**config.mk**
```make
export PLATFORM = sky130hd
export DESIGN_NAME = audio_source_mixer
export DESIGN_NICKNAME = d
export VERILOG_FILES = /design/src/rtl/audio_source_mixer.sv
export SDC_FILE = /design/constraint.sdc
export NUM_CORES = 1
export LEC_CHECK = 0
export ABC_AREA = 1
export CAP_MARGIN = 20
export CORE_MARGIN = 5
export CORE_UTILIZATION = 45
export DETAILED_ROUTE_END_ITERATION = 16
export GPL_TIMING_DRIVEN = 0
export PLACE_DENSITY = 0.69
export SETUP_SLACK_MARGIN = 0.05
export SYNTH_ARGS = -nofsm -noshare
export SYNTH_HDL_FRONTEND = slang
export SYNTH_SLANG_ARGS = --single-unit
```
**constraint.sdc**
```tcl
create_clock -name clk -period 14.9 [get_ports clk]
set_input_delay 1.49 -clock clk [delete_from_list [all_inputs] [get_ports clk]]
set_output_delay 1.49 -clock clk [all_outputs]
set_load 0.1 [all_outputs]
```
**src/rtl/audio_source_mixer.sv**
```systemverilog
// Per-sample FM/PSG mixer ahead of the IIR filters: snapshots inputs on each clk/div tick,
// applies gains through one shared multiplier, sums, saturates and strobes out 16-bit L/R samples.
module audio_source_mixer #(
    parameter int COUNT_BITS = 10,
    parameter int GAIN_WIDTH = 8,
    parameter int ACC_WIDTH  = 28
) (
    input  logic                  clk,
    input  logic                  reset,
    input  logic [COUNT_BITS-1:0] div,
    input  logic signed [15:0]    fm_l,
    input  logic signed [15:0]    fm_r,
    input  logic [10:0]           psg,
    input  logic [GAIN_WIDTH-1:0] gain_fm,
    input  logic [GAIN_WIDTH-1:0] gain_psg,
    input  logic                  mute,
    output logic signed [15:0]    out_l,
    output logic signed [15:0]    out_r,
    output logic                  sample_stb,
    output logic                  clip_l,
    output logic                  clip_r
);

    typedef enum logic [2:0] {S_IDLE, S_MUL_L, S_MUL_R, S_MUL_P, S_SAT} state_t;

    localparam logic signed [ACC_WIDTH-1:0] C_MAX = ACC_WIDTH'(32767);
    localparam logic signed [ACC_WIDTH-1:0] C_MIN = ACC_WIDTH'(-32768);

    state_t                          r_state;
    logic [COUNT_BITS-1:0]           r_count;
    logic signed [15:0]              r_fm_l;
    logic signed [15:0]              r_fm_r;
    logic [10:0]                     r_psg;
    logic [GAIN_WIDTH-1:0]           r_gain_fm;
    logic [GAIN_WIDTH-1:0]           r_gain_psg;
    logic                            r_mute;
    logic [1:0][ACC_WIDTH-1:0]       r_acc;

    logic                            w_tick;
    logic signed [16:0]              w_mul_a;
    logic signed [GAIN_WIDTH:0]      w_mul_b;
    logic signed [GAIN_WIDTH+17:0]   w_prod;
    logic signed [ACC_WIDTH-1:0]     w_prod_ext;
    logic [1:0][15:0]                w_sat;
    logic [1:0]                      w_clip;

    // div=0 wraps to all-ones, giving a full 2^COUNT_BITS period
    assign w_tick = (r_count == (div - COUNT_BITS'(1)));

    // Single 17 x (GAIN_WIDTH+1) signed multiplier, operands steered by state
    always_comb begin
        w_mul_a = '0;
        w_mul_b = '0;
        case (r_state)
            S_MUL_L: begin
                w_mul_a = {r_fm_l[15], r_fm_l};
                w_mul_b = {1'b0, r_gain_fm};
            end
            S_MUL_R: begin
                w_mul_a = {r_fm_r[15], r_fm_r};
                w_mul_b = {1'b0, r_gain_fm};
            end
            S_MUL_P: begin
                w_mul_a = {6'b0, r_psg};
                w_mul_b = {1'b0, r_gain_psg};
            end
            default: ;
        endcase
    end

    assign w_prod     = w_mul_a * w_mul_b;
    assign w_prod_ext = ACC_WIDTH'(w_prod);

    // Floor shift back to unity scale, then clamp to the signed 16-bit range
    for (genvar gi = 0; gi < 2; gi++) begin : g_sat
        logic signed [ACC_WIDTH-1:0] w_shift;
        assign w_shift    = $signed(r_acc[gi]) >>> (GAIN_WIDTH - 1);
        assign w_clip[gi] = (w_shift > C_MAX) || (w_shift < C_MIN);
        assign w_sat[gi]  = (w_shift > C_MAX) ? 16'h7FFF :
                            (w_shift < C_MIN) ? 16'h8000 : w_shift[15:0];
    end

    always_ff @(posedge clk) begin
        if (reset) begin
            r_state    <= S_IDLE;
            r_count    <= '0;
            r_fm_l     <= '0;
            r_fm_r     <= '0;
            r_psg      <= '0;
            r_gain_fm  <= '0;
            r_gain_psg <= '0;
            r_mute     <= 1'b0;
            r_acc      <= '0;
            out_l      <= '0;
            out_r      <= '0;
            sample_stb <= 1'b0;
            clip_l     <= 1'b0;
            clip_r     <= 1'b0;
        end else begin
            r_count    <= w_tick ? '0 : r_count + COUNT_BITS'(1);
            sample_stb <= 1'b0;
            clip_l     <= 1'b0;
            clip_r     <= 1'b0;
            case (r_state)
                S_IDLE: begin
                    if (w_tick) begin
                        r_fm_l     <= fm_l;
                        r_fm_r     <= fm_r;
                        r_psg      <= psg;
                        r_gain_fm  <= gain_fm;
                        r_gain_psg <= gain_psg;
                        r_mute     <= mute;
                        r_state    <= S_MUL_L;
                    end
                end
                S_MUL_L: begin
                    r_acc[0] <= w_prod_ext;
                    r_state  <= S_MUL_R;
                end
                S_MUL_R: begin
                    r_acc[1] <= w_prod_ext;
                    r_state  <= S_MUL_P;
                end
                S_MUL_P: begin
                    r_acc[0] <= r_acc[0] + w_prod_ext;
                    r_acc[1] <= r_acc[1] + w_prod_ext;
                    r_state  <= S_SAT;
                end
                S_SAT: begin
                    r_state    <= S_IDLE;
                    sample_stb <= 1'b1;
                    if (r_mute) begin
                        out_l <= '0;
                        out_r <= '0;
                    end else begin
                        out_l  <= w_sat[0];
                        out_r  <= w_sat[1];
                        clip_l <= w_clip[0];
                        clip_r <= w_clip[1];
                    end
                end
                default: r_state <= S_IDLE;
            endcase
        end
    end

endmodule

```
* Yosys cells after proc, flatten, opt, wreduce, memory -nomap -nowiden
Cells that the tools add are included.
Operators by class: bitwise logic cells 1, $add $sub $neg 4, equality and inequality tests 6, order comparisons 4, $mul 1, reductions and logical operators 9, mux-type cells 13
Operator list (count):
- $pmux W28 S2 | 2
- $mux W16 | 6
- $add A28 B28 Y28 | 2
- $pmux W17 S3 | 1
- $gt A21 B16 Y1 const B | 2
- $lt A21 B16 Y1 const B | 2
- $mul A17 B9 Y26 | 1
- $pmux W8 S2 | 1
- $pmux W3 S4 | 1
- $add A10 B1 Y10 const B | 1
- $eq A10 B10 Y1 | 1
- $sub A10 B1 Y10 const B | 1
- $eq A3 B2 Y1 const B | 2
- $reduce_bool A2 Y1 | 2
- $reduce_or A2 Y1 | 2
- $eq A3 B1 Y1 const B | 1
- $eq A3 B3 Y1 const B | 1
- $logic_not A3 Y1 | 1
- $mux W3 | 1
- $reduce_or A3 Y1 | 1
- $logic_or A1 B1 Y1 | 2
- $ne A2 B2 Y1 const B | 1
- $reduce_and A2 Y1 | 1
- $mux W1 | 1
- $not A1 Y1 | 1
Storage, ports and cells: output and inout bits 35, register bits after elaboration 164, logic and storage cells 53, bits of input ports 72

* Logic depth before layout (Yosys ltp)
Gate-level depths: netlist (run 1).
word-level depth 6, depth in mapped cells 43, gate-level depth less buffers 42

* Worst setup path before layout (run 1)
Ideal clock, no wire load.
kind reg2reg, start register r_state[0], end register r_acc, in the netlist g_sat[1].w_shift[18], period minus slack after synthesis 6285 ps, stages on the path, launching flop included 35, slack 8615 ps, arrival time 6168 ps, buffers on the path 1, path through dfxtp_1 inv_2 nor2_4 nand2_1 clkbuf_1 o22ai_1 nand2_1 inv_1 fa_1 inv_1 fa_1 fa_1 fa_1 inv_1 ha_1 nand2_1 inv_1 nand3_1 nor3_1 nand3_1 nand3_1 nand2_1 and2_1 ha_1 nand2_1 nor2_1 nand2_1 nor3_1 nand2_1 nand3_1 nand2_1 nand2_1 nor2_1 nor2_1 nor2_1
On the way: cells in the longest elaborated chain, start to end 6
Ends and longest elaborated chain:
- from (decl) | RTL line 29 | state_t r_state;
- from (signal assigned) | RTL line 85 | r_state <= S_IDLE;
- from (signal assigned) | RTL line 113 | r_state <= S_MUL_L;
- from (signal assigned) | RTL line 118 | r_state <= S_MUL_R;
- $eq A3 B2 Y1 / $eq A3 B1 Y1 (equally long branches) | RTL line 54, 104
- $reduce_or A2 Y1 (no line)
- $pmux W8 S2 | RTL line 54 | case (r_state)
- $mul A17 B9 Y26 | RTL line 71 | assign w_prod = w_mul_a * w_mul_b;
- $add A28 B28 Y28 | RTL line 126 | r_acc[1] <= r_acc[1] + w_prod_ext;
- $pmux W28 S2 | RTL line 104 | case (r_state)
- to (decl) | RTL line 37 | logic [1:0][ACC_WIDTH-1:0] r_acc;
Several ways; a longest one is shown, not always the timed one. A chain may end at the register's enable or synchronous reset.

* Worst setup path after layout (run 1)
Ends and elaborated chain as after synthesis.

==> run_results.csv, run 1 <==
group,metric,value,unit
worst_setup_path,cp-end-kind,"register",
cts,clk_latency,0.45,ns
timing,finalSetupTns,0,ns
drt,final_antenna_net_count,0,
yosys,yosys_most_used_dff,"dfxtp_1",
worst_hold_path,hold_class,"register to register",
timing,relSlewSlack,34.8,%
grt,gr-usage-met2,44.3,%
timing,finalCriticalPeriod,8.02,ns
worst_setup_path,required,15.23,ns
final_layout,synthToLayoutAreaGrowth,13.9,%
power_and_ir_drop,power_density,59.0,nW/um^2
yosys,syn_avg_cell_area,6.40,sq um
power_and_ir_drop,ir_worst_vdd,0.0717,mV
drt,drc,0,
final_layout,finalInstanceArea,18100,sq um
timing,slew_violations,0,
final_layout,final_cells,3068,
yosys,syn_inst,2476,
placed_design,gp_congestion,1.02,
timing,rsz0062_at_grt,"no",
power_and_ir_drop,p_leak,9.83,nW
placed_design,placed_cell_area,17500,sq um
grt,grt-busiest-layer,"met2",
final_layout,drive_gt1_share,3.33,%
floorplanning,coreArea,34600,sq um
final_layout,n_fill_cell,3573,
grt,overflow,0,
timing,final-setup-viol-count,0,
drt,drtIter0Drc,1085,
placed_design,dpl.hpwl,41400,um
cts,cts.clk_slew.worst_paths,0.07,ns
worst_setup_path,crit_fanout,10,
placed_design,port_buffers,105,
grt,met1_usage,31.9,%
timing,period_share,53.8,%
cts,cts_root_buf,"clkbuf_16",
cts,cts_resized,0,
timing,hold_viol_final,0,
grt,track_usage,25.6,%
cts,post_cts.repair.setup_buffers,0,
timing,tightest_slew,0.975,ns
yosys,synth.ff_latch_count,164,
status,outcome,"completed",
grt,grt_pass1_wl,80400,um
grt,antenna_found_initial,0,
drt,wl_per_cell,16.1,um
floorplanning,io_pins,107,
cts,cts_tree,"done",
worst_setup_path,arrival,8.35,ns
grt,grt_max_degree,19,
yosys,async_flop_share,0,%
drt,vias_per_cell,5.14,
timing,fmax,125,MHz
worst_setup_path,reg2reg_slack,6.88,ns
cts,clockBufferDepth,2,
cts,cts_max_level,4,
yosys,synth-edff-count,0,
floorplanning,initial_core_util,45.8,%
timing,fin_skew,0.0143,ns
floorplanning,die_y,198,um
worst_setup_path,cp_slowest_cell,"o22ai_1",
floorplanning,std_cell_rows,68,
cts,cts.sinks,164,
yosys,syn-num-nets,2765,
drt,vias,15762,
worst_setup_path,crit_top_cell,"nand2_1",
yosys,synthesis.area,15800,sq um
cts,cts_buffers,17,
floorplanning,die_w,198,um
worst_setup_path,slowest_delay,0.76,ns
floorplanning,die-area,39100,sq um
drt,dr.pass1.iters,6,
yosys,yosysUniqueCellTypes,38,
worst_setup_path,cp-start-kind,"register",
final_layout,diodes,0,
grt,use_met3,3.33,%
cts,holdBufCountCts,0,
job,max-cap-violations,0,
yosys,yosys_warnings,0,
worst_setup_path,worstSetupPathType,"register to register",
drt,routed_wl,49500,um
yosys,yosysSeqAreaShare,20.7,%
final_layout,nets,2889,
grt,grt_pass1_vias,15666,
placed_design,dp_cells,3036,
## cells by family (layout without fill, tap and decap cells)
kind of cell / count (synthesis) / count (layout) / synth area share [%]
AO/OA/AOI/OAI: 339 / 339 / 12.0
buffers and inverters: 540 / 677 / 13.2
flip-flops: 164 / 164 / 20.7
adder cells (fa/ha/maj): 217 / 217 / 22.2
AND/OR/NAND/NOR: 1182 / 1182 / 30.1
XOR/XNOR: 34 / 34 / 1.88
## Yosys cell counts (7+ instances only)
library cell,count,area [sq um]
inv_2,9,33.8
nor2_1,290,1090
nand4_1,24,150
clkbuf_1,31,116
nand2_1,700,2630
nand3_1,116,581
fa_1,106,2120
o221ai_1,11,96.3
o21bai_1,11,82.6
nor3_1,18,90.1
ha_1,111,1390
and2_1,12,75.1
dfxtp_1,164,3280
inv_1,465,1750
buf_1,9,33.8
a31oi_1,20,125
nand3b_1,10,75.1
o21ai_0,118,591
xor2_1,21,184
a21o_1,7,52.6
o22ai_2,8,100
xnor2_1,13,114
a21oi_1,150,751
buf_2,20,100
## power breakdown
group          internal (mW)  total (mW)  switching, mW
registers              0.456       0.476         0.0193
clock network          0.225       0.439          0.214
logic                 0.0564       0.151         0.0942
## routing by layer
layer | part of all wire (%) | wire length, um
met1 | 43 | 21400
met2 | 47 | 23400
met3 | 4.6 | 2270
met4 | 4.9 | 2430
met5 | 0 | 0
## flip-flops by register name, summed over array words and instances (netlist names)
register	flops
r_gain_fm	8
g_sat.w_shift	42
clip_l	1
r_psg	11
r_mute	1
r_count	10
sample_stb	1
r_fm_r	16
out_r	16
clip_r	1
r_gain_psg	8
r_state	3
r_acc	14
out_l	16
r_fm_l	16
## path summary, 6_finish.rpt
check	startpoint	cells past startpoint	to
worst max-delay path	r_state[0]	34	g_sat[1].w_shift[18]
worst max register to register	r_state[0]	34	g_sat[1].w_shift[18]
worst min register to register	out_l[6]	2	out_l[6]
worst min-delay path	out_l[6]	2	out_l[6]
## cells in the final DEF (no fill, tap or decap), types with 18 or more instances in the layout
master	count
o21ai_0	118
ha_1	111
clkdlybuf4s50_1	105
a21oi_1	150
nand4_1	24
nand2_1	700
buf_2	20
xor2_1	21
nor3_1	18
a31oi_1	20
nor2_1	290
dfxtp_1	164
inv_1	465
nand3_1	116
fa_1	106
clkbuf_1	31
## final cells by class
cell class / instances / area [sq um] / share of cell area (%)
buffer: 65 / 303 / 1.68
clock buffer: 17 / 425 / 2.36
clock inverter: 15 / 164 / 0.908
inverter: 475 / 1780 / 9.87
multi-input combinational: 1772 / 10500 / 58.0
sequential: 164 / 3280 / 18.2
tap: 455 / 569 / 3.15
timing repair buffer: 105 / 1050 / 5.82
## metrics by stage
step | hold slack, ns | worst slack [ns] | util, % | total power [mW]
global route | 0.488 | 6.27 | 52.1 | 1.11
global placement | 0.453 | 6.98 | 50.4 | 0.629
CTS | 0.467 | 6.88 | 52.1 | 1.07
floorplan | 0.441 | 8.61 | - | 0.572
finish | 0.465 | 6.88 | 52.1 | 1.07
detailed placement | 0.455 | 6.91 | 50.4 | 0.633
## critical path, delay by kind of cell, from the launching register on
kind	cells	cell delay (ns)
DFF	1	0.40
and+or+nand+nor	21	2.88
adders and majority gates	6	2.94
buffers and inverters	6	0.93
AOI/OAI and AO/OA	1	0.76
(Power assumes the default switching activity.)
==> run 2: changes to the inputs <==
--- a/config.mk
+++ b/config.mk
@@ -11,7 +11,7 @@
 export CORE_UTILIZATION = 45
 export DETAILED_ROUTE_END_ITERATION = 16
 export GPL_TIMING_DRIVEN = 0
-export PLACE_DENSITY = 0.69
+export PLACE_DENSITY = 0.71
 export SETUP_SLACK_MARGIN = 0.05
 export SYNTH_ARGS = -nofsm -noshare
 export SYNTH_HDL_FRONTEND = slang
==> constraint.sdc (replaced) <==
create_clock -name clk -period 7.3 [get_ports clk]
set_input_delay 0.73 -clock clk [delete_from_list [all_inputs] [get_ports clk]]
set_output_delay 0.73 -clock clk [all_outputs]
set_load 0.1 [all_outputs]
==> run 2 against run 1 <==
  * Hold slack hardly changed
  * Clock-buffer cell count unchanged
  * Global-route usage is 0.14 points higher
  * Wire length up 3.2%
  * Final area grew 5.5%
  * Critical path depth is 2 higher
  * Maximum frequency increased by 14%
  * Core utilization up 2.9 points
==> run_results.csv, run 2 (synthesis results as in run 1) <==
group,metric,value,unit
worst_setup_path,timing.critical_path.from,"r_state[1]",
drt,drc,0,
worst_setup_path,slowest_delay,0.53,ns
status,outcome,"completed",
cts,cts_max_level,4,
cts,cts_root_buf,"clkbuf_16",
final_layout,drive_gt1_share,7.99,%
cts,clockBufferDepth,2,
worst_setup_path,worstSetupPathType,"register to register",
timing,slew_violations,0,
worst_setup_path,arrival,7.36,ns
cts,cts.clk_slew.worst_paths,0.07,ns
job,max-cap-violations,0,
final_layout,largest_reg_flops,42,
final_layout,synthToLayoutAreaGrowth,20.3,%
placed_design,dp_cells,3036,
final_layout,final_cells,3096,
worst_setup_path,cp-end-kind,"register",
grt,antenna_found_initial,0,
timing,fin_skew,0.0122,ns
worst_setup_path,reg2reg_to,"g_sat[1].w_shift[16]",
timing,tightest_slew,0.978,ns
worst_setup_path,timing.rr.start,"r_state[1]",
floorplanning,initial_core_util,45.8,%
timing,period_share,96.0,%
cts,cts_tree,"done",
timing,final-setup-viol-count,0,
placed_design,placed_cell_area,17500,sq um
worst_hold_path,hold_class,"register to register",
drt,vias,15970,
worst_setup_path,cp-start-kind,"register",
worst_setup_path,path_depth,36,
worst_setup_path,critPathBufInv,9,
worst_setup_path,crit_top_cell,"nand2_1",
grt,grt_pass1_vias,15645,
drt,wl_per_cell,16.5,um
worst_setup_path,crit_fanout,9,
final_layout,diodes,0,
final_layout,nets,2917,
timing,holdWs,0.465,ns
timing,rsz0062_at_grt,"yes",
placed_design,dpl.hpwl,41500,um
drt,final_antenna_net_count,0,
floorplanning,std_cell_rows,68,
cts,cts_buffers,17,
grt,grt_pass1_wl,80600,um
timing,relSlewSlack,34.6,%
timing,fmax,143,MHz
worst_setup_path,reg2regPathDepth,36,
worst_setup_path,cp_slowest_cell,"fa_1",
grt,grt_max_degree,18,
power_and_ir_drop,p_total,2.31,mW
cts,clk_latency,0.45,ns
worst_setup_path,crit_family,"adder cells",
drt,dr.pass1.iters,5,
floorplanning,coreArea,34600,sq um
power_and_ir_drop,power_density,121,nW/um^2
drt,vias_per_cell,5.16,
worst_setup_path,crit_path_end,"g_sat[1].w_shift[16]",
final_layout,layout_common_cells,"nand2_1, inv_1, nor2_1",
drt,routed_wl,51100,um
timing,hold_viol_final,0,
grt,track_usage,25.7,%
drt,drtIter0Drc,1151,
floorplanning,io_pins,107,
final_layout,finalInstanceArea,19100,sq um
floorplanning,die_y,198,um
final_layout,final_common_cell,"nand2_1",
timing,finalCriticalPeriod,7.01,ns
power_and_ir_drop,p_leak,10.0,nW
power_and_ir_drop,ir_worst_vdd,0.173,mV
floorplanning,die_w,198,um
placed_design,gp_congestion,1.00,
timing,finalSetupTns,0,ns
cts,cts.sinks,164,
worst_setup_path,required,7.65,ns
worst_setup_path,reg2reg_slack,0.29,ns
grt,overflow,0,
floorplanning,die-area,39100,sq um
placed_design,port_buffers,105,
-- run 2: power breakdown --
group / internal (mW) / switching [mW]
Sequential: 0.932 / 0.0454
Combinational: 0.133 / 0.205
Clock: 0.555 / 0.435
Total: 1.62 / 0.686
-- run 2: how the worst min path moves through the flow --
stage,start,end,slack (ns),cells after the start
floorplan,r_count[0],r_count[0],0.44,1
global placement,out_l[6],out_l[6],0.45,2
detailed placement,out_r[14],out_r[14],0.46,2
CTS,out_r[8],out_r[8],0.47,2
global route,out_l[13],out_l[13],0.49,2
finish,out_r[9],out_r[9],0.47,2
-- run 2: worst register-to-register path: cells and delay by family, from the launching register on --
kind                     cells  cell delay [ns]
adder cells (fa/ha/maj)      6             2.76
AND/OR/NAND/NOR             19             2.43
flip-flops                   1             0.41
AO/OA/AOI/OAI                2             0.51
buffers and inverters        9             0.81
-- run 2: layer usage --
metal	GRT usage, %	up-vias	part of all wire [%]
met4	9.84	0	4.5
met1	32.6	7339	42
met2	45.2	548	48
met5	0	-	0
met3	2.73	108	5.2
li1	-	7975	-
-- run 2: area by class of cell --
class / instances / area [sq um]
Fill cell: 3332 / 15600
Multi-Input combinational cell: 1772 / 11100
Sequential cell: 164 / 3290
Inverter: 475 / 1790
Timing Repair Buffer: 133 / 1290
Tap cell: 455 / 569
Clock buffer: 17 / 425
Buffer: 65 / 355
Clock inverter: 15 / 210
-- run 2: through the flow --
stage | utilization [%] | setup WS, ns
final | 55.0 | 0.292
after detailed placement | 50.4 | -0.626
after global routing | 55.0 | 0.000705
after CTS | 52.9 | 0.0320
after global placement | 50.4 | -0.580
after floorplan | - | 1.01
-- run 2: timing repair --
action / 4_1_cts / 5_1_grt
hold buffers: 0 / 0
gates resized for setup: 40 / 126
buffers inserted: 1 / 25
cloned: 0 / 2
pin swaps: 2 / 16
setup endpoints to repair: 33 / 34
==> run 3: changes to the inputs <==
--- a/config.mk
+++ b/config.mk
@@ -11,8 +11,9 @@
 export CORE_UTILIZATION = 45
 export DETAILED_ROUTE_END_ITERATION = 16
 export GPL_TIMING_DRIVEN = 0
-export PLACE_DENSITY = 0.71
+export PLACE_DENSITY = 0.69
 export SETUP_SLACK_MARGIN = 0.05
+export SLEW_MARGIN = 5
 export SYNTH_ARGS = -nofsm -noshare
 export SYNTH_HDL_FRONTEND = slang
 export SYNTH_SLANG_ARGS = --single-unit
==> constraint.sdc (replaced) <==
create_clock -name clk -period 8.9 [get_ports clk]
set_input_delay 0.89 -clock clk [delete_from_list [all_inputs] [get_ports clk]]
set_output_delay 0.89 -clock clk [all_outputs]
set_load 0.1 [all_outputs]
==> results of run 3 <==
Same layout as run 1 (identical final DEF). Status: completed.
Main changes from that run: setup slack after placement 6.91 ns -> 0.909 ns; setup slack after layout 6.88 ns -> 0.878 ns; register-to-register setup slack 6.88 ns -> 0.88 ns; total power 1.07 mW -> 1.78 mW; worst IR drop on VDD 0.0717 mV -> 0.120 mV
